## src/rtl/rf_wb_scheduler_if.sv

```systemverilog
// Bus bundle between the issue stage / writeback sources and the register-file write scheduler.
// The master side drives issue and writeback requests; the scheduler is the slave.
interface rf_wb_scheduler_if #(
   parameter int unsigned DW    = 32,
   parameter int unsigned AW    = 5,
   parameter int unsigned NREGS = 32
);
   logic             iss_valid;
   logic [AW-1:0]    iss_rs1;
   logic [AW-1:0]    iss_rs2;
   logic [AW-1:0]    iss_rd;
   logic             iss_rd_we;
   logic             iss_stall;

   logic             a_valid;
   logic [AW-1:0]    a_rd;
   logic [DW-1:0]    a_data;
   logic             a_ready;

   logic             b_valid;
   logic [AW-1:0]    b_rd;
   logic [DW-1:0]    b_data;
   logic             b_ready;

   logic             rf_we;
   logic [AW-1:0]    rf_adr_wrt;
   logic [DW-1:0]    rf_data_in;
   logic [NREGS-1:0] busy_vec;

   modport master (
      output iss_valid, iss_rs1, iss_rs2, iss_rd, iss_rd_we,
      output a_valid, a_rd, a_data,
      output b_valid, b_rd, b_data,
      input  iss_stall, a_ready, b_ready,
      input  rf_we, rf_adr_wrt, rf_data_in, busy_vec
   );

   modport slave (
      input  iss_valid, iss_rs1, iss_rs2, iss_rd, iss_rd_we,
      input  a_valid, a_rd, a_data,
      input  b_valid, b_rd, b_data,
      output iss_stall, a_ready, b_ready,
      output rf_we, rf_adr_wrt, rf_data_in, busy_vec
   );
endinterface

```

## src/rtl/rf_wb_scheduler.sv

```systemverilog
// Round-robin scheduler for the register file's single write port (ALU vs load/store)
// plus a per-register busy scoreboard that stalls issue on RAW/WAW hazards.
module rf_wb_scheduler #(
   parameter int unsigned DW    = 32,
   parameter int unsigned AW    = 5,
   parameter int unsigned NREGS = 32
) (
   input  logic              clk,
   input  logic              reset,
   rf_wb_scheduler_if.slave  bus
);

   logic [NREGS-1:0] r_busy;
   logic             r_rr_last_b;
   logic             r_rf_we;
   logic [AW-1:0]    r_rf_adr;
   logic [DW-1:0]    r_rf_data;

   logic [NREGS-1:0] w_busy;
   logic [NREGS-1:0] w_busy_nxt;
   logic             w_stall;
   logic             w_fire;
   logic             w_gnt_a;
   logic             w_gnt_b;
   logic             w_gnt;
   logic [AW-1:0]    w_gnt_rd;
   logic [DW-1:0]    w_gnt_data;

   // x0 never reports busy, whatever the register holds
   assign w_busy = {r_busy[NREGS-1:1], 1'b0};

   assign w_stall = ~reset & bus.iss_valid &
                    (w_busy[bus.iss_rs1] | w_busy[bus.iss_rs2] |
                     (bus.iss_rd_we & w_busy[bus.iss_rd]));
   assign w_fire  = ~reset & bus.iss_valid & ~w_stall;

   // Contention goes to the source that did not win last
   assign w_gnt_a    = ~reset & bus.a_valid & (~bus.b_valid | r_rr_last_b);
   assign w_gnt_b    = ~reset & bus.b_valid & (~bus.a_valid | ~r_rr_last_b);
   assign w_gnt      = w_gnt_a | w_gnt_b;
   assign w_gnt_rd   = w_gnt_a ? bus.a_rd   : bus.b_rd;
   assign w_gnt_data = w_gnt_a ? bus.a_data : bus.b_data;

   // Clear applied before set so an issue on the commit edge keeps the register busy
   always_comb begin
      w_busy_nxt = r_busy;
      if (r_rf_we) begin
         w_busy_nxt[r_rf_adr] = 1'b0;
      end
      if (w_fire && bus.iss_rd_we && (bus.iss_rd != '0)) begin
         w_busy_nxt[bus.iss_rd] = 1'b1;
      end
      w_busy_nxt[0] = 1'b0;
   end

   always_ff @(posedge clk or posedge reset) begin
      if (reset) begin
         r_busy      <= '0;
         r_rr_last_b <= 1'b1;
         r_rf_we     <= 1'b0;
         r_rf_adr    <= '0;
         r_rf_data   <= '0;
      end else begin
         r_busy  <= w_busy_nxt;
         r_rf_we <= w_gnt && (w_gnt_rd != '0);
         if (w_gnt) begin
            r_rr_last_b <= w_gnt_b;
            r_rf_adr    <= w_gnt_rd;
            r_rf_data   <= w_gnt_data;
         end
      end
   end

   assign bus.iss_stall  = w_stall;
   assign bus.a_ready    = w_gnt_a;
   assign bus.b_ready    = w_gnt_b;
   assign bus.rf_we      = r_rf_we;
   assign bus.rf_adr_wrt = r_rf_adr;
   assign bus.rf_data_in = r_rf_data;
   assign bus.busy_vec   = r_busy;

   a_one_hot_ready: assert property (@(posedge clk) disable iff (reset)
      !(bus.a_ready && bus.b_ready));
   a_grant_a_busy: assert property (@(posedge clk) disable iff (reset)
      (bus.a_ready && (bus.a_rd != '0)) |-> w_busy[bus.a_rd]);
   a_grant_b_busy: assert property (@(posedge clk) disable iff (reset)
      (bus.b_ready && (bus.b_rd != '0)) |-> w_busy[bus.b_rd]);

endmodule

```

## src/flat_wrapper.sv

```systemverilog
// flat-port wrapper written by rule: the top's interface ports become plain ports
module rf_wb_scheduler_flat 
#(
   parameter int unsigned DW    = 32,
   parameter int unsigned AW    = 5,
   parameter int unsigned NREGS = 32
)
  (clk, reset, bus_iss_valid, bus_iss_rs1, bus_iss_rs2, bus_iss_rd, bus_iss_rd_we, bus_a_valid, bus_a_rd, bus_a_data, bus_b_valid, bus_b_rd, bus_b_data, bus_iss_stall, bus_a_ready, bus_b_ready, bus_rf_we, bus_rf_adr_wrt, bus_rf_data_in, bus_busy_vec);
  rf_wb_scheduler_if #(.DW(DW), .AW(AW), .NREGS(NREGS)) bus_i ();
  input  logic clk;
  input  logic reset;
  input wire logic [$bits(bus_i.iss_valid)-1:0] bus_iss_valid;
  input wire logic [$bits(bus_i.iss_rs1)-1:0] bus_iss_rs1;
  input wire logic [$bits(bus_i.iss_rs2)-1:0] bus_iss_rs2;
  input wire logic [$bits(bus_i.iss_rd)-1:0] bus_iss_rd;
  input wire logic [$bits(bus_i.iss_rd_we)-1:0] bus_iss_rd_we;
  input wire logic [$bits(bus_i.a_valid)-1:0] bus_a_valid;
  input wire logic [$bits(bus_i.a_rd)-1:0] bus_a_rd;
  input wire logic [$bits(bus_i.a_data)-1:0] bus_a_data;
  input wire logic [$bits(bus_i.b_valid)-1:0] bus_b_valid;
  input wire logic [$bits(bus_i.b_rd)-1:0] bus_b_rd;
  input wire logic [$bits(bus_i.b_data)-1:0] bus_b_data;
  output wire logic [$bits(bus_i.iss_stall)-1:0] bus_iss_stall;
  output wire logic [$bits(bus_i.a_ready)-1:0] bus_a_ready;
  output wire logic [$bits(bus_i.b_ready)-1:0] bus_b_ready;
  output wire logic [$bits(bus_i.rf_we)-1:0] bus_rf_we;
  output wire logic [$bits(bus_i.rf_adr_wrt)-1:0] bus_rf_adr_wrt;
  output wire logic [$bits(bus_i.rf_data_in)-1:0] bus_rf_data_in;
  output wire logic [$bits(bus_i.busy_vec)-1:0] bus_busy_vec;
  assign bus_i.iss_valid = bus_iss_valid;
  assign bus_i.iss_rs1 = bus_iss_rs1;
  assign bus_i.iss_rs2 = bus_iss_rs2;
  assign bus_i.iss_rd = bus_iss_rd;
  assign bus_i.iss_rd_we = bus_iss_rd_we;
  assign bus_i.a_valid = bus_a_valid;
  assign bus_i.a_rd = bus_a_rd;
  assign bus_i.a_data = bus_a_data;
  assign bus_i.b_valid = bus_b_valid;
  assign bus_i.b_rd = bus_b_rd;
  assign bus_i.b_data = bus_b_data;
  assign bus_iss_stall = bus_i.iss_stall;
  assign bus_a_ready = bus_i.a_ready;
  assign bus_b_ready = bus_i.b_ready;
  assign bus_rf_we = bus_i.rf_we;
  assign bus_rf_adr_wrt = bus_i.rf_adr_wrt;
  assign bus_rf_data_in = bus_i.rf_data_in;
  assign bus_busy_vec = bus_i.busy_vec;
  rf_wb_scheduler #(.DW(DW), .AW(AW), .NREGS(NREGS)) u_core (.clk(clk), .reset(reset), .bus(bus_i));
endmodule
```

## config.mk

```make
export PLATFORM = sky130hd
export DESIGN_NAME = rf_wb_scheduler_flat
export DESIGN_NICKNAME = d
export VERILOG_FILES = /design/src/rtl/rf_wb_scheduler_if.sv /design/src/rtl/rf_wb_scheduler.sv /design/src/flat_wrapper.sv
export SDC_FILE = /design/constraint.sdc
export NUM_CORES = 1
export LEC_CHECK = 0
export BUFFER_PORTS_ARGS = -buffer_cell sky130_fd_sc_hd__buf_4
export CAP_MARGIN = 20
export CORE_UTILIZATION = 40
export CTS_CLUSTER_SIZE = 40
export DETAILED_ROUTE_END_ITERATION = 7
export PLACE_DENSITY_LB_ADDON = 0.25
export REMOVE_ABC_BUFFERS = 1
export SLEW_MARGIN = 10
export SYNTH_ARGS = -nofsm -noshare
export SYNTH_HDL_FRONTEND = slang
export SYNTH_SLANG_ARGS = --single-unit
```

## constraint.sdc

```tcl
create_clock -name clk -period 9.05 [get_ports clk]
set_input_delay 0.4525 -clock clk [delete_from_list [all_inputs] [get_ports clk]]
set_output_delay 0.4525 -clock clk [all_outputs]
set_load 0.005 [all_outputs]
```

==> impl_results.md <==
- Synth top area share: 40.90%
- Cell Area, Synth: 4222 um^2
- Post-CTS setup buffers: 0
- Critical-path cell list: mux4_2 -> nand2_1 -> nand4_1 -> a211oi_2 -> o2111ai_2 -> and3_1 -> buf_4
- Largest cells by area after synthesis: dfrtp_1, mux2i_1, o21ai_0
- # hold bufs at CTS: 0
- Synth area leader: dfrtp_1
- Fin crit period: 2782 ps
- Max Root-Sink Buffers: 2
- Share of cells above drive strength 1: 36.79%
- Post-DP HPWL: 9652 um
- Crit Reg-Reg Startpoint: u_core.bus.busy_vec[30]$_DFF_PP0_
- Core area: 10,280 um^2
- 1st-pass router iterations: 5
- Max H-tree Level: 3
- Die Area: 10,970 um^2
- Top FF cell, synth: dfrtp_1
- Synth Instances: 446
- Fill cells: 929
- Clk_lat worst skew: 330 ps
- Total Nets Final: 688
- Initial drt markers: 300
- TritonCTS clock tree: built
- ANT nets after route: 0
- PortBufs: 166
- Relative slew slack: 36.80%
- Worst vdd ir: 0.00008052 V
- CP Max Fanout: 5
- Worst Max-Slew Pin Slew: 948.0 ps
- Sequential cell area fraction in the yosys report: 41.52%
- Static Leakage: 2.649 nW
- Post-layout util: 55.37%
- WP data required: 8600 ps
- Clock Skew: 7.332 ps
- Total CTS buffers: 9
- Post-synthesis cell type count: 51
- WL/cell: 17.25 um
- Residual DRC: 0
- Total wire length: 12,670 um
- Final period util: 30.74%
- Site Rows: 37
- Resize count post-CTS: 0
- Total GRT Usage: 23.85%
- Via density: 5.519
- Critical Path End Type: primary output
- Hold_sp: bus_a_valid
- Die width: 104.7 um
- Sum of buffers and inverters on the critical path: 1
- Synth async-reset ratio: 100.0%
- Status: finished, final reports clean
- Pwr per Cell Area: 206.9 nW/um^2
- Vias: 4,051
- Synth Register Bits: 70
- CTS root buf: clkbuf_8
- Synthesis warning total: 0
- Crit Path Class: reg2out
- Top-Level Pins: 168
- RSZ-0062 raised after global routing: false
- CP delay by family, top: compound AO/OA/AOI/OAI gates
- Initial antenna violation count: 0
- FMAX: 0.3594 GHz
- Vias in the first global route: 3,983
- First-pass GRT wire length: 20,580 um
- Power Total: 0.001178 W
- Slew Viols, Final: 0
- CP max-delay cell: mux4_2
- Mapped Avg Cell Area: 9.465 um^2
- Critical path arrival: 2330 ps
- Number of flops mapped to enable cells by yosys: 0
- Hold WS: 326.0 ps
- Initial Utilization: 41.08%
- Setup crit start: u_core.bus.busy_vec[30]$_DFF_PP0_
- Setup TNS: 0 ps
- Critical path's largest stage delay: 490 ps
- Overflow left after global routing: 0
- Largest net degree at the start of global routing: 78
- Synth-to-layout area growth: 34.80%
- Clock sinks: 70
- Worst hold path type: in2reg
- Fin. Hold Viols: 0
- Die height: 104.7 um
- # Max-Cap Violations: 0
- # diodes: 0
- GP Congestion: 0.9021
- Final setup viols: 0
- Clock-pin slew on the worst setup and hold paths: 70 ps
- Worst Setup Start Kind: flop
## per-stage QoR
step | area, um^2 | worst slack [ps] | cells
final | 5690 | 6268 | 734
after CTS | 5690 | 6276 | 734
after floorplan | 4064 | 3459 | 412
after detailed placement | 5528 | 6307 | 718
after global routing | 5690 | 6135 | 734
after global placement | 5528 | 6333 | 718
## final timing paths
check,to,slack (ps),cells past startpoint
min reg2reg,u_core.bus.rf_data_in[10]$_DFFE_PP0P_,480,2
max reg2reg,u_core.bus.busy_vec[4]$_DFF_PP0_,6740,7
min,u_core.r_rr_last_b$_DFFE_PP1P_,330,2
max in group asynchronous,u_core.bus.rf_data_in[31]$_DFFE_PP0P_,8020,3
max,bus_iss_stall,6270,7
min in group asynchronous,u_core.bus.busy_vec[7]$_DFF_PP0_,420,3
## flip-flops by register name (all words and copies together), names as in the netlist
name / count
u_core.bus.rf_we: 1
u_core.bus.rf_adr_wrt: 5
u_core.bus.rf_data_in: 32
u_core.bus.busy_vec: 31
u_core.r_rr_last_b: 1
## Yosys cell counts, types with 8 or more instances
| cell type | instances |
|---|---|
| o21ai_0 | 86 |
| nand2_1 | 71 |
| dfrtp_1 | 69 |
| mux2i_1 | 59 |
| clkbuf_1 | 19 |
| mux4_2 | 10 |
| o21ai_2 | 10 |
| nor2_1 | 9 |
| nand3_1 | 8 |
| nor3_1 | 8 |
## per-layer routing
| layer | up-vias | share of wire (%) | track usage (%) |
|---|---|---|---|
| met2 | 214 | 48 | 39.03 |
| met4 | 0 | 1.9 | 8.048 |
| met1 | 1893 | 42 | 31.67 |
| li1 | 1923 | - | - |
| met3 | 21 | 8.2 | 4.616 |
| met5 | - | 0 | 0 |
## power by group
group	switching (W)	internal [W]	leakage [nW]	total [W]
clock network	0.000106	0.000107	0.0844	0.000213
registers	0.000127	0.000398	0.818	0.000526
logic	0.000184	0.000255	1.75	0.000439
## cell usage in the layout (no fill, tap or decap), types with 4 or more instances in the layout
| cell | n |
|---|---|
| nor3_1 | 8 |
| nand2_1 | 71 |
| o21ai_0 | 85 |
| mux2i_1 | 59 |
| nand3b_1 | 7 |
| clkbuf_8 | 10 |
| a31oi_1 | 5 |
| o31ai_1 | 4 |
| nand3_1 | 8 |
| nand4_1 | 5 |
| inv_1 | 7 |
| dfrtp_1 | 69 |
| clkbuf_1 | 4 |
| mux4_2 | 10 |
| nor2_1 | 9 |
| buf_4 | 170 |
| nor2b_1 | 7 |
| o21ai_2 | 10 |
| mux2_2 | 7 |
## layout make-up
cell class              instances  area [um^2]  area share (%)
multi-input cells             334         2298           40.39
well taps                     136        170.2           2.990
inverters                       8        30.03          0.5277
clock inverters                 2        10.01          0.1759
clock buffers                  14        152.6           2.682
flip-flops and latches         70         1753           30.80
repair buffers                170         1276           22.43
## logic make-up after synthesis
logic type	Yosys count	share of synthesized area (%)
AND/OR/NAND/NOR	131	14.70
AO/OA/AOI/OAI	124	17.43
flip-flops	70	41.52
other	1	0.08883
multiplexers	78	21.81
buffers and inverters	42	4.446
Note: power is estimated with default switching activity, not from simulation.
